### src/rtl/register_file32_if.sv
// Register file port bundle: write port plus two read ports.
// The master side (datapath / bench) drives the write data and selects and
// receives both read buses. The slave side is the register file itself.
interface register_file32_if #(
    parameter int DATA_W = 32,
    parameter int ADDR_W = 5
);
    logic [DATA_W-1:0] in;
    logic              wen;
    logic [ADDR_W-1:0] wsel;
    logic [ADDR_W-1:0] asel;
    logic [ADDR_W-1:0] bsel;
    logic [DATA_W-1:0] out1;
    logic [DATA_W-1:0] out0;

    modport master (output in, wen, wsel, asel, bsel, input out1, out0);
    modport slave  (input in, wen, wsel, asel, bsel, output out1, out0);
endinterface

### src/rtl/register_file32.sv
// 32 x 32-bit register file: one synchronous write port and two
// combinational read ports (A -> out1, B -> out0), with no write-to-read
// bypass. The registers clear asynchronously when reset is low.
// Optional macro REGFILE_ZERO_REG_EN: R0 is hardwired to zero. It has no
// storage, writes to it are dropped, and reads of it return 0.
module register_file32 #(
    parameter int DATA_W   = 32,
    parameter int ADDR_W   = 5,
    parameter int NUM_REGS = 32
) (
    input logic               clk,
    input logic               reset,
    register_file32_if.slave  rf
);

    logic [NUM_REGS-1:0][DATA_W-1:0] regs;
    logic [NUM_REGS-1:0]             wdec;

    // One-hot write decode gated by wen. An X select never sets a decode
    // bit, so no register can be disturbed by it.
    always_comb begin
        wdec = '0;
        if (rf.wen) begin
            for (int i = 0; i < NUM_REGS; i++) begin
                if (rf.wsel == ADDR_W'(i)) wdec[i] = 1'b1;
            end
        end
    end

    for (genvar g = 0; g < NUM_REGS; g++) begin : g_reg
`ifdef REGFILE_ZERO_REG_EN
        if (g == 0) begin : g_zero
            // R0 is a constant. Its decode bit is intentionally left unused.
            assign regs[g] = '0;
        end else begin : g_flop
            // Storage register with async clear; reset overrides any write.
            always_ff @(posedge clk or negedge reset) begin
                if (!reset)       regs[g] <= '0;
                else if (wdec[g]) regs[g] <= rf.in;
            end
        end
`else
        // Storage register with async clear; reset overrides any write.
        always_ff @(posedge clk or negedge reset) begin
            if (!reset)       regs[g] <= '0;
            else if (wdec[g]) regs[g] <= rf.in;
        end
`endif
    end

    // Each read port is a plain mux over the array. A read sees the old
    // value until the write edge.
    assign rf.out1 = regs[rf.asel];
    assign rf.out0 = regs[rf.bsel];

endmodule

### src/flat_wrapper.sv
// flat-port wrapper written by rule: the top's interface ports become plain ports
module register_file32_flat 
#(
    parameter int DATA_W   = 32,
    parameter int ADDR_W   = 5,
    parameter int NUM_REGS = 32
)
  (clk, reset, rf_in, rf_wen, rf_wsel, rf_asel, rf_bsel, rf_out1, rf_out0);
  register_file32_if #(.DATA_W(DATA_W), .ADDR_W(ADDR_W)) rf_i ();
  input logic clk;
  input logic reset;
  input wire logic [$bits(rf_i.in)-1:0] rf_in;
  input wire logic [$bits(rf_i.wen)-1:0] rf_wen;
  input wire logic [$bits(rf_i.wsel)-1:0] rf_wsel;
  input wire logic [$bits(rf_i.asel)-1:0] rf_asel;
  input wire logic [$bits(rf_i.bsel)-1:0] rf_bsel;
  output wire logic [$bits(rf_i.out1)-1:0] rf_out1;
  output wire logic [$bits(rf_i.out0)-1:0] rf_out0;
  assign rf_i.in = rf_in;
  assign rf_i.wen = rf_wen;
  assign rf_i.wsel = rf_wsel;
  assign rf_i.asel = rf_asel;
  assign rf_i.bsel = rf_bsel;
  assign rf_out1 = rf_i.out1;
  assign rf_out0 = rf_i.out0;
  register_file32 #(.DATA_W(DATA_W), .ADDR_W(ADDR_W), .NUM_REGS(NUM_REGS)) u_core (.clk(clk), .reset(reset), .rf(rf_i));
endmodule
### config.mk
export PLATFORM = sky130hd
export DESIGN_NAME = register_file32_flat
export DESIGN_NICKNAME = d
export VERILOG_FILES = /design/src/rtl/register_file32_if.sv /design/src/rtl/register_file32.sv /design/src/flat_wrapper.sv
export SDC_FILE = /design/constraint.sdc
export NUM_CORES = 2
export LEC_CHECK = 0
export CORE_ASPECT_RATIO = 1.1
export CORE_UTILIZATION = 39
export CTS_CLUSTER_SIZE = 25
export DETAILED_ROUTE_END_ITERATION = 8
export DONT_BUFFER_PORTS = 1
export PLACE_DENSITY = 0.62
export SETUP_SLACK_MARGIN = 0.02
export SLEW_MARGIN = 20
export SYNTH_ARGS = -nofsm -noshare
export SYNTH_HDL_FRONTEND = slang
export SYNTH_SLANG_ARGS = --single-unit
### constraint.sdc
create_clock -name clk -period 5.68 [get_ports clk]
set_input_delay 1.136 -clock clk [delete_from_list [all_inputs] [get_ports clk]]
set_output_delay 1.136 -clock clk [all_outputs]
set_load 0.01 [all_outputs]
==> results.md <==
* Starting Density at 39.3%
* Synth top area share at 46.0%
* DRC viols at 0
* CTS buffer count at 108
* Relative slew slack at -90.4%
* DR WL/cell at 27.7 um
* Top Family by Delay on Critical Path: buffers and inverters
* Postcts setup bufs at 0
* Synth area leader: dfrtp_1
* DRT iter0 DRCs at 3,351
* Power density cells at 351 mW/mm2
* Layout Area Growth over Synthesis at 10.2%
* Final hold violation count at 0
* Setup CP Type: in2out
* Setup TNS at 0 ns
* Netlist cell types at 26
* Clk slew on worst S/H paths at ~0.070 ns
* Dpl ws at 0.893 ns
* Die X at about 360 um
* Chip height at approximately 400 um
* Final setup viols at 0
* CTS hold repair buffers at 0
* GRT overflow at 0
* Initial antenna violation count at 1
* Worst path bufs/invs at 2
* Max reg flops at 1,024
* P_leak at roughly 28 nW
* Worst IR Drop VDD at 234 uV
* Mean area per synthesized cell at between 10 and 15 um2
* Synth warnings at 0
* # resized after CTS at 0
* Dominant synthesized flop cell: dfrtp_1
* Via density at 6.01
* Tot Pwr at approximately 22 mW
* Diode count at 0
* Ys async rst share at 100%
* Filler cells at 13,200
* Mapped Cells at 4,610
* Post-Syn Area at about 0.056 mm2
* Fmax at roughly 190 MHz
* Number of nets in the layout at ~4,400
* FF+latch count, synth at approximately 1,000
* Top cells by area, synth: dfrtp_1, mux2_2, mux2i_1, a22oi_1, a22o_1
* Crit end category: output pin
* Die area at approximately 0.14 mm2
* Row count at around 150
* IO buf count at 0
* Ports at 114
* Most frequent cells after synthesis: dfrtp_1, mux2i_1, mux2_2, nand2_1, buf_2
* Worst path required time at 4.54 ns
* Min-delay worst type: in2async
* Hpwl dp at 94,600 um
* Syn Nets at approximately 4,700
* Arrival @ worst endpoint at 4.15 ns
* Final wirelength at 176,000 um
* Fin crit share at 93.1%
* Crit-path cells: buf_16 -> buf_16 -> mux2i_1 -> a22o_1 -> nor3_1 -> a31oi_1 -> nand3_1
* Crit path time final at 5.29 ns
* Top reg by flops: u_core.regs
* Total number of vias at roughly 38,000
* Max-cap violation count at 0
* Crit-path max FO at 168
* Clk root buf: clkbuf_16
* CP max stage delay at 0.81 ns
* Layout cells sized above 1 at approximately 30%
* Critical path's slowest cell: buf_16
* Gr usage total at between 20 and 25%
* First-pass GRT wire length at 262,000 um
* Worst-Margin Slew at 2.86 ns
* Final Wtd Congestion at 0.799
* Startpoint types: primary input
* Clk_skew at 0 ns
* Sequential fraction of the synthesis area at 46.0%
* Regs by FF count: u_core.regs x1024
* CTS H-tree depth at 3
* Worst-Skew Late Latency at 0.70 ns
* RSZ-0062 raised after global routing: false
* Largest net degree at the start of global routing at 513
* 1st-pass router iterations at 5
* CTS sink cnt at 1,024
* Post-synth EDFFs at 0
* Worst setup margin at 0.392 ns
* TritonCTS clock tree: done
* Final Max Tran Viols at 392
* Most used cell, CP: buf_16
* Longest Clk Path Bufs at 3
* Status: finished with violations
* Post-route antenna net violation count at 0
* Core Box Area at roughly 0.14 mm2
* Number of global-route vias before repair at 38,600
* Violated checks: slew limit
[where the power goes]
group | total (mW) | internal (mW) | switching [mW] | leakage [nW]
Combinational | 3.88 | 2.14 | 1.74 | 13.4
Sequential | 9.79 | 8.73 | 1.06 | 13.1
Clock | 7.87 | 4.75 | 3.13 | 1.97
[area by class of cell]
| cell class | count | area (um2) | area share (%) |
|---|---|---|---|
| Tap cell | 1911 | 2390 | 3.89 |
| Timing Repair Buffer | 86 | 1130 | 1.84 |
| Multi-Input combinational cell | 3136 | 28300 | 46.1 |
| Clock inverter | 57 | 815 | 1.33 |
| Clock buffer | 146 | 3150 | 5.13 |
| Sequential cell | 1024 | 25600 | 41.7 |
[routing by layer]
metal / global-route usage [%] / part of all wire (%)
met5: 0 / 0
met4: 8.70 / 3.3
met3: 3.51 / 6.0
met2: 39.1 / 47
met1: 32.8 / 44
[cells in the final DEF (no fill, tap or decap), types with 19 or more instances in the layout]
master,instances
mux2_2,1006
a22o_1,128
clkbuf_8,24
mux2i_1,1024
a21oi_1,192
a22oi_1,192
clkinv_2,30
bufinv_16,19
buf_4,55
dfrtp_1,1024
nor3_1,66
clkbuf_16,111
nand2_1,194
a31oi_1,64
nand3_1,192
[worst paths after layout]
path | start | to | depth (start not counted) | slack, ns
min in group clk | u_core.regs[365] | u_core.regs[365] | 1 | 0.52
min | reset | u_core.regs[327] | 0 | 0.12
max reg2reg | u_core.regs[915] | u_core.regs[915] | 1 | 4.86
max | rf_bsel[1] | rf_out0[2] | 7 | 0.39
max in group asynchronous | reset | u_core.regs[533] | 6 | 1.88
min reg2reg | u_core.regs[365] | u_core.regs[365] | 1 | 0.52
[through the flow]
stage          hold slack (ns)  area, um2  util [%]  instances
2_1_floorplan            0.479      55700         -       4610
3_3_place_gp             0.490      57200      40.3       6148
3_5_place_dp             0.501      57400      40.4       6153
4_1_cts                 0.0688      61300      43.2       6356
5_1_grt                  0.102      61400      43.3       6360
6_report                 0.125      61400      43.3       6360
[cell families (layout without fill, tap and decap cells)]
family | count (synthesis) | in the layout | share of synthesized area [%]
muxes | 2048 | 2048 | 39.1
DFF | 1024 | 1024 | 46.0
AOI/OAI and AO/OA | 576 | 576 | 7.04
and+or+nand+nor | 512 | 512 | 4.27
buffers and inverters | 450 | 289 | 3.64
Power figures use the tool's default switching activity.
